--- config.mk ---
export PLATFORM = sky130hd
export DESIGN_NAME = imm_rotate_encoder
export DESIGN_NICKNAME = d
export VERILOG_FILES = /design/src/rtl/imm_rotate_encoder.sv
export SDC_FILE = /design/constraint.sdc
export NUM_CORES = 1
export LEC_CHECK = 0
export CAP_MARGIN = 20
export CORE_MARGIN = 2
export CORE_UTILIZATION = 25
export DETAILED_ROUTE_END_ITERATION = 12
export PLACE_DENSITY = 0.55
export SKIP_LAST_GASP = 1
export SLEW_MARGIN = 10
export SYNTH_ARGS = -nofsm -noshare
export SYNTH_HDL_FRONTEND = slang
export SYNTH_SLANG_ARGS = --single-unit
--- constraint.sdc ---
create_clock -name clk -period 3.39 [get_ports clk]
set_clock_uncertainty 0.2 [all_clocks]
set_input_delay 0.8475 -clock clk [delete_from_list [all_inputs] [get_ports clk]]
set_output_delay 0.8475 -clock clk [all_outputs]
set_load 0.03 [all_outputs]
--- src/rtl/imm_rotate_encoder.sv ---
// Iterative search for the ARM {rotate, imm8} immediate encoding of a 32-bit constant.
// Optional MOV/MVN second pass on ~value is built when IMM_ENC_INVERT_FALLBACK_EN is defined.
module imm_rotate_encoder #(
  parameter int WORD_WIDTH            = 32,
  parameter int SHIFTER_OPERAND_WIDTH = 12
) (
  input  logic                             clk,
  input  logic                             rst_n,
  input  logic                             in_valid,
  output logic                             in_ready,
  input  logic [WORD_WIDTH-1:0]            in_value,
  output logic                             out_valid,
  input  logic                             out_ready,
  output logic                             out_encodable,
  output logic                             out_inverted,
  output logic [SHIFTER_OPERAND_WIDTH-1:0] shifter_operand
);

  typedef enum logic [1:0] {IDLE, SEARCH, DONE} state_t;

  state_t                state;
  logic [3:0]            idx;
  logic [WORD_WIDTH-1:0] captured;
  logic [4:0]            rot_amt;
  logic [WORD_WIDTH-1:0] candidate;
  logic                  match;

  // Rotating left by 2*idx undoes the ROR applied when the immediate is expanded.
  always_comb begin
    rot_amt   = {idx, 1'b0};
    candidate = WORD_WIDTH'(({captured, captured} << rot_amt) >> WORD_WIDTH);
    match     = (candidate[WORD_WIDTH-1:8] == '0);
  end

  assign in_ready = (state == IDLE);

`ifdef IMM_ENC_INVERT_FALLBACK_EN
  logic inverted;
`else
  assign out_inverted = 1'b0;
`endif

  always_ff @(posedge clk or negedge rst_n) begin
    if (!rst_n) begin
      state           <= IDLE;
      idx             <= 4'd0;
      captured        <= '0;
      out_valid       <= 1'b0;
      out_encodable   <= 1'b0;
      shifter_operand <= '0;
`ifdef IMM_ENC_INVERT_FALLBACK_EN
      inverted        <= 1'b0;
      out_inverted    <= 1'b0;
`endif
    end else begin
      case (state)
        IDLE: begin
          if (in_valid) begin
            captured <= in_value;
            idx      <= 4'd0;
            state    <= SEARCH;
`ifdef IMM_ENC_INVERT_FALLBACK_EN
            inverted <= 1'b0;
`endif
          end
        end
        SEARCH: begin
          if (match) begin
            shifter_operand <= SHIFTER_OPERAND_WIDTH'({idx, candidate[7:0]});
            out_encodable   <= 1'b1;
            out_valid       <= 1'b1;
            state           <= DONE;
`ifdef IMM_ENC_INVERT_FALLBACK_EN
            out_inverted    <= inverted;
`endif
          end else if (idx != 4'd15) begin
            idx <= idx + 4'd1;
          end else begin
`ifdef IMM_ENC_INVERT_FALLBACK_EN
            // Direct pass exhausted: retry on the complement before giving up.
            if (!inverted) begin
              captured <= ~captured;
              idx      <= 4'd0;
              inverted <= 1'b1;
            end else begin
              shifter_operand <= '0;
              out_encodable   <= 1'b0;
              out_inverted    <= 1'b0;
              out_valid       <= 1'b1;
              state           <= DONE;
            end
`else
            shifter_operand <= '0;
            out_encodable   <= 1'b0;
            out_valid       <= 1'b1;
            state           <= DONE;
`endif
          end
        end
        DONE: begin
          if (out_ready) begin
            out_valid <= 1'b0;
            state     <= IDLE;
          end
        end
        default: state <= IDLE;
      endcase
    end
  end

endmodule

# Word-level counts from Yosys, hierarchy flattened
# Cells that the tools add are included.
[classes] n_shift=1 reduce_logical=9 order_cmp=0 mul=0 eq_ne=9 n_bitwise=0 mux=17 n_addsub=1 div=0
[op_table] operator="64-bit by 5-bit left shift with 64-bit output" n=1
[op_table] operator="24-bit logical NOT" n=1
[op_table] operator="12-bit two-way mux" n=2
[op_table] operator="4-bit two-way mux" n=3
[op_table] operator="2-bit inequality test (second input constant)" n=5
[op_table] operator="2-bit two-way mux" n=4
[op_table] operator="4-bit one-hot mux with 2 select lines" n=1
[op_table] operator="2-bit one-hot mux with 3 select lines" n=1
[op_table] operator="3-bit AND reduction" n=2
[op_table] operator="1-bit two-way mux" n=5
[op_table] operator="4-bit by 1-bit adder with 4-bit output (second input constant)" n=1
[op_table] operator="4-bit inequality test (second input constant)" n=1
[op_table] operator="2-bit AND reduction" n=2
[op_table] operator="4-bit AND reduction" n=1
[op_table] operator="2-bit nonzero test" n=2
[op_table] operator="3-bit inequality test (second input constant)" n=1
[op_table] operator="2-bit by 1-bit equality test with 1-bit output (second input constant)" n=1
[op_table] operator="2-bit equality test (second input constant)" n=1
[op_table] operator="2-bit logical NOT" n=1
[op_table] operator="1-bit one-hot mux with 2 select lines" n=1
[totals] memories=0 output_inout_bits=16 mem_bits_rw=0 elab_cells=43 romBits=0 in_bits=36 latch_bits=0 register_bits=52

# Depth between registers and ports, before layout
# Gate-level depths: netlist (run 1).
[logic_depth] word_depth=4 mapped_depth=12 depth_no_buf=7

# Least setup slack after synthesis (run 1)
# OpenSTA, ideal clock, no wires.
[synth_timing] path_type="flip-flop to flip-flop" startpoint="register idx[0]" endpoint="register shifter_operand[4]" setup_time_ps=124 stages_incl_launch_ff=11 path_slack_ps=227 n_path_buf=3 synth_period_minus_slack_ps=3163 t_required_ps=3066 arrival_ps=2839 cell_sequence="dfrtp_1 -> buf_6 -> buf_6 -> mux2_4 -> mux4_2 -> or4b_1 -> or3_1 -> o31ai_1 -> buf_4 -> a21oi_1 -> a211o_1"
[synth_via] elab_chain_cells=4 elab_cells_between_ends=6 classes_between="2 x eq/ne; 1 x shift; 1 x mux; 2 x reduce/logical"
[synth_lines] element="start: declaration" line="22" rtl="logic [3:0] idx;"
[synth_lines] element="start signal: assignment" line="77" rtl="idx <= idx + 4'd1;"
[synth_lines] element="64-bit by 5-bit left shift with 64-bit output" line="31" rtl="candidate = WORD_WIDTH'(({captured, captured} << rot_amt) >> WORD_WIDTH);"
[synth_lines] element="24-bit logical NOT" line="32" rtl="match = (candidate[WORD_WIDTH-1:8] == '0);"
[synth_lines] element="2-bit inequality test (no source line)"
[synth_lines] element="2-bit AND reduction (no source line)"
[synth_lines] element="end signal: assignment" line="69" rtl="shifter_operand <= SHIFTER_OPERAND_WIDTH'({idx, candidate[7:0]});"
[synth_lines] element="end: declaration" line="16" rtl="output logic [SHIFTER_OPERAND_WIDTH-1:0] shifter_operand"
# Parallel ways exist; a longest one is shown, timed or not.
# A chain may end at the register's enable or synchronous reset.

# Worst setup path in the final report (run 1)
[layout_timing] startpoint="register idx[0]" endpoint="register shifter_operand[8]"
# The elaborated chain is that of the path after synthesis.

==> flow_metrics.tcl, run 1 <==
set metrics [dict create \
    hp-class "reg2reg" \
    grt_antenna_before_repair 0 \
    viasPerCell 5.108 \
    yosys_most_used_dff "dfrtp_1" \
    grt_pass1_wl_mm 17.46 \
    die_y_um 126.5 \
    place_hpwl_mm 8.157 \
    vias 3264 \
    clock_latency_ns 0.30 \
    dr.pass1.iters 4 \
    grt.overflow.total 0 \
    worst_pin_slew_ns 0.9166 \
    ys_async_sr_fraction_pct 100.0 \
    fmax_mhz 303.5 \
    p_sw_mw 2.423 \
    fin_nets 491 \
    fin_crit_sh_pct 97.19 \
    gp_congestion 0.9559 \
    core_mm2 0.01459 \
    numCtsBuffers 5 \
    worst_setup_path_start_kind "flip-flop" \
    status "finished clean" \
    crit_type "reg2reg" \
    drc_errors 0 \
    crit_arrival_ns 3.33 \
    p_clk_share_pct 10.4 \
    syn_nets 423 \
    cts.sinks 52 \
    period_needed_ns 3.295 \
    cts.path.max_buffers 2 \
    cp_max_fo 8 \
    placed_area_mm2 0.004592 \
    power_frac_comb_pct 65.7 \
    synth_compound_area_share_pct 10.04 \
    row_count 44 \
    die_area_mm2 0.01599 \
    ios 52 \
    fin_util_pct 34.41 \
    synth_top_family_by_area "multiplexers" \
    synth_cell_types 51 \
    grt_pass1_vias 3246 \
    synthAdderAreaFrac_pct 0.3337 \
    cts_tree "done" \
    p_int_mw 3.089 \
    setup_violations 0 \
    cts.clk_slew.worst_paths_ns 0.07 \
    antenna_cells 0 \
    ys_ff_latch 52 \
    drive_gt1_share_pct 24.62 \
    grt_max_degree 28 \
    start_util_pct 25.70 \
    maxCapViolations 0 \
    die_w_um 126.5 \
    area_growth_pct 33.87 \
    p_leak_nw 2.107 \
    yosysWarnings 0 \
    rsz0062_at_grt "true" \
    yosysSeqAreaShare_pct 34.70 \
    relSlewSlack_pct 38.89 \
    wl_mm 10.95 \
    synth.avg_cell_area_um2 9.715 \
    root_buffer "clkbuf_16" \
    h-tree-depth 2 \
    synth_edf_count 0 \
    syn-instance-count 386 \
    sequentialPowerShare_pct 23.9 \
    synthSimpleGateAreaFrac_pct 21.59 \
    syn_area_mm2 0.003750 \
    place.port_buffers 50 \
    track_usage_pct 13.71 \
    cp-end-kind "flip-flop" \
    final_area_mm2 0.005020 \
    required_ns 3.43 \
    power_mw 5.511 \
    synth_xor_area_share_pct 0 \
    finalMaxSlewViolations 0 \
    final_hold_viol_count 0 \
    muxShareOfSynthArea_pct 28.53 \
    drt_iter0_drc 216 \
    p_sw_share_pct 43.96 \
    cellPowerDensity_mw_per_mm2 1098 \
    wire_per_inst_um 17.13 \
    irDropWorstVdd_mv 0.3470 \
    antenna_left 0 \
]
metrics by stage:
| stage | setup TNS, ns | std cells | setup WS [ns] | hold WS [ns] |
|---|---|---|---|---|
| floorplan | 0 | 386 | 0.2268 | 0.2938 |
| detailed placement | -0.1497 | 622 | -0.05069 | 0.2980 |
| global placement | 0 | 622 | 0.03334 | 0.2930 |
| global route | -0.08810 | 639 | -0.01875 | 0.3431 |
| finish | 0 | 639 | 0.09538 | 0.3051 |
| CTS | 0 | 630 | 0.002183 | 0.3129 |
Yosys cell counts (5+ instances only):
cell type  count  share of area (%)
o21ai_0        5               0.67
mux4_2        31                 19
clkbuf_1      14                1.4
nand2_1      117                 12
nor2_1        11                1.1
mux2_1         7                2.1
a221o_1        9                2.4
nor3b_1        5                1.0
dfrtp_1       52                 35
buf_2          6               0.80
and2_1         9                1.5
a21oi_1       15                2.0
nor3_1         9                1.2
buf_4          5                1.0
mux2i_1       24                6.4
o211ai_1       6                1.2
placed cells by master (no fill, tap or decap), types with 9 or more instances in the layout:
| cell | Yosys | final |
|---|---|---|
| a221o_1 | 9 | 9 |
| mux2i_1 | 24 | 20 |
| dfrtp_1 | 52 | 51 |
| clkdlybuf4s50_1 | 0 | 49 |
| a21oi_1 | 15 | 14 |
| buf_4 | 5 | 30 |
| mux4_2 | 31 | 31 |
| nand2_1 | 117 | 116 |
| and2_1 | 9 | 9 |
| nor2_1 | 11 | 11 |
logic make-up after synthesis:
logic type               after synthesis
AND/OR/NAND/NOR                      178
multiplexers                          66
AO/OA/AOI/OAI                         52
flip-flops                            52
buffers and inverters                 36
adder cells (fa/ha/maj)                1
other                                  1
registers in the layout (all words and copies together), names as in the netlist:
name / cells
state: 2
out_encodable: 1
idx: 4
shifter_operand: 12
out_valid: 1
captured: 32
cell type report:
cell class / instances / area, um^2
inverter: 5 / 18.77
multi-input combinational: 300 / 2436
fill: 1508 / 9569
clock inverter: 2 / 35.03
tap: 184 / 230.2
sequential: 52 / 1303
clock buffer: 6 / 128.9
timing repair buffer: 90 / 868.3
critical path: stages (launching register included):
cell     delay (ns)
dfrtp_2        0.51
buf_4          0.16
mux2_1         0.33
or2_2          0.30
mux4_2         0.47
or4_4          0.48
a21o_4         0.26
nor3_4         0.32
a221o_1        0.20
worst paths after layout:
path / from / endpoint / slack, ns / cells after the start
worst max-delay path: idx[0] / shifter_operand[8] / 0.1 / 8
worst min-delay path: out_encodable / out_encodable / 0.31 / 2
worst max register to register: idx[0] / shifter_operand[8] / 0.1 / 8
worst min register to register: out_encodable / out_encodable / 0.31 / 2
max in group asynchronous: rst_n / captured[2] / 2.04 / 2
min in group asynchronous: rst_n / shifter_operand[3] / 0.38 / 1
power by group through the flow:
stage	registers (mW)	logic [mW]	clock network, mW
CTS	1.29	3.28	0.589
global route	1.37	3.89	0.615
floorplan	1.25	2.21	0
detailed placement	1.30	3.24	0
global placement	1.30	3.21	0
finish	1.32	3.62	0.574
per-layer routing:
layer	vias up	global-route usage (%)	routed length (um)
li1	1551	-	-
met1	1599	17.99	4820
met2	95	22.18	5287
met3	19	2.995	582
met4	0	5.236	258
met5	-	0	0
repair_timing:
| item | in CTS | in global routing |
|---|---|---|
| setup endpoints to repair | 11 | 19 |
| hold buffers | 0 | 0 |
| resized for setup | 5 | 34 |
| buffers inserted | 0 | 5 |
| cloned | 0 | 4 |
| pin swaps | 1 | 8 |
No activity file was read; power rests on OpenSTA's default activity.
==> inputs of run 2 (changes only) <==
--- a/config.mk
+++ b/config.mk
@@ -8,8 +8,10 @@
 export CAP_MARGIN = 20
 export CORE_MARGIN = 2
 export CORE_UTILIZATION = 25
+export CTS_BUF_LIST = sky130_fd_sc_hd__clkbuf_4 sky130_fd_sc_hd__clkbuf_8 sky130_fd_sc_hd__clkbuf_16
 export DETAILED_ROUTE_END_ITERATION = 12
 export PLACE_DENSITY = 0.55
+export RECOVER_POWER = 25
 export SKIP_LAST_GASP = 1
 export SLEW_MARGIN = 10
 export SYNTH_ARGS = -nofsm -noshare
==> run 2 against run 1 <==
The run now ends with max-capacitance violations, max-slew violations left. Combinational power about the same. Fmax about the same. First-iteration DRC count increased by 5.6%. Core utilization decreased by 0.086 points. Sequential power about the same. Critical path depth increased by 1. Count of clock-buffer cells in the layout unchanged. Largest cell class unchanged. Largest power group unchanged. Highest routed layer unchanged.
==> flow_metrics.tcl, run 2 (synthesis results as in run 1) <==
set metrics [dict create \
    vias 3251 \
    fin_util_pct 34.32 \
    p_clk_share_pct 10.5 \
    final.hold.worst_slack_ns 0.3050 \
    placed_area_mm2 0.004592 \
    path_cells "buf_4 -> mux2_1 -> mux4_2 -> or4b_1 -> or3_4 -> o31ai_4 -> buf_4 -> a21oi_1 -> a221o_1" \
    grt_max_degree 28 \
    ios 52 \
    min_from "out_encodable" \
    multi_input_area_mm2 0.002436 \
    area_growth_pct 33.53 \
    grt_antenna_before_repair 0 \
    path_buf_inv 2 \
    p_leak_nw 2.103 \
    numCtsBuffers 5 \
    p_sw_share_pct 43.80 \
    sequentialPowerShare_pct 23.9 \
    period_needed_ns 3.293 \
    post-place-ws_ns -0.05069 \
    worst_pin_slew_ns 1.531 \
    power_mw 5.506 \
    fin_nets 491 \
    grt_pass1_vias 3245 \
    antenna_left 0 \
    crit_type "reg2reg" \
    gp_congestion 0.9559 \
    track_usage_pct 13.70 \
    die_area_mm2 0.01599 \
    antenna_cells 0 \
    required_ns 3.37 \
    drt_iter0_drc 228 \
    die_w_um 126.5 \
    final_hold_viol_count 0 \
    grt_pass1_wl_mm 17.45 \
    drc_errors 0 \
    rsz0062_at_grt "true" \
    cts_tree "done" \
    clock_latency_ns 0.30 \
    crit_arrival_ns 3.28 \
    p_sw_mw 2.412 \
    largestRegisters "captured (32), shifter_operand (12), idx (4)" \
    final_common_cell "nand2_1" \
    status "complete, but fails checks" \
    timing.critical_path.from "idx[0]" \
    maxCapViolations 1 \
    fmax_mhz 303.7 \
    cts.sinks 52 \
    cp-end-kind "flip-flop" \
    cts.path.max_buffers 2 \
    instances_no_fill 639 \
    start_util_pct 25.70 \
    seqCellArea_mm2 0.001303 \
    cts.clk_slew.worst_paths_ns 0.07 \
    regMostFlops "captured" \
    path_delay_family "simple AND/OR/NAND/NOR gates" \
    setup_tns_ns 0 \
    p_int_mw 3.095 \
    core_mm2 0.01459 \
    viasPerCell 5.088 \
    violations "max-capacitance violations, max-slew violations" \
    place.port_buffers 50 \
    setup_ws_ns 0.09682 \
    finalMaxSlewViolations 28 \
    wl_mm 10.89 \
    power_frac_comb_pct 65.5 \
    slowest_delay_ns 0.51 \
    largest_reg_flops 32 \
    final_cell_mix "116 x nand2_1, 51 x dfrtp_1, 49 x clkdlybuf4s50_1" \
    grt.overflow.total 0 \
    cp_common_cell "buf_4" \
    critPathSlowestCell "dfrtp_2" \
    root_buffer "clkbuf_16" \
    place_hpwl_mm 8.157 \
    row_count 44 \
    final_area_mm2 0.005007 \
    num-fill-cells 1510 \
    cellPowerDensity_mw_per_mm2 1100 \
    fin_crit_sh_pct 97.14 \
    cp_max_fo 8 \
    placed_cells 622 \
    die_y_um 126.5 \
    hp-class "reg2reg" \
    dr.pass1.iters 4 \
    relSlewSlack_pct -2.087 \
    h-tree-depth 2 \
    wire_per_inst_um 17.04 \
    postCtsHoldBufs 0 \
    worst_setup_path_start_kind "flip-flop" \
    irDropWorstVdd_mv 0.3455 \
    timing.rr.start "idx[0]" \
    setup_violations 0 \
    drive_gt1_share_pct 24.62 \
]
run 2: changes by cell type in the layout (fill, tap and decap cells not counted), sizes merged:
cell | before | now
buf | 40 | 38
clkbuf | 7 | 9
run 2: worst reg2reg max path: stages (launching register included):
cell and delay (ns):
dfrtp_2 0.51, buf_4 0.16, mux2_1 0.33, mux4_2 0.48, or4b_1 0.51, or3_4 0.38
o31ai_4 0.10, buf_4 0.20, a21oi_1 0.06, a221o_1 0.25
run 2: final timing paths:
| check | end | slack, ns | cells past startpoint |
|---|---|---|---|
| setup / recovery | shifter_operand[11] | 0.1 | 9 |
| hold / removal | out_encodable | 0.30 | 2 |
| setup reg to reg | shifter_operand[11] | 0.1 | 9 |
| hold reg to reg | out_encodable | 0.30 | 2 |
| max in group asynchronous | captured[2] | 0.92 | 2 |
| min in group asynchronous | shifter_operand[3] | 0.71 | 1 |
run 2: power groups by stage:
stage	logic [mW]	registers [mW]	clock network, mW
floorplan	2.21	1.25	0
global placement	3.21	1.30	0
detailed placement	3.24	1.30	0
CTS	3.28	1.29	0.597
global route	3.88	1.37	0.622
finish	3.61	1.32	0.581
run 2: cell type report:
| class | instances | area share, % |
|---|---|---|
| sequential | 52 | 26.01 |
| clock buffer | 6 | 2.649 |
| clock inverter | 2 | 0.6997 |
| inverter | 5 | 0.3748 |
| timing repair buffer | 90 | 17.02 |
| tap | 184 | 4.598 |
| multi-input combinational | 300 | 48.65 |
run 2: metal layers:
layer	GRT usage, %	vias to the layer above	routed length [um]
li1	-	1547	-
met1	17.96	1597	4743
met2	22.18	90	5241
met3	2.995	17	633
met4	5.236	0	273
met5	0	-	0
run 2: repair_timing:
action / in CTS / in global routing
gates cloned: 0 / 4
gates resized for setup: 5 / 34
buffers inserted: 0 / 5
endpoints found under the setup margin: 11 / 19
pin swaps: 1 / 8
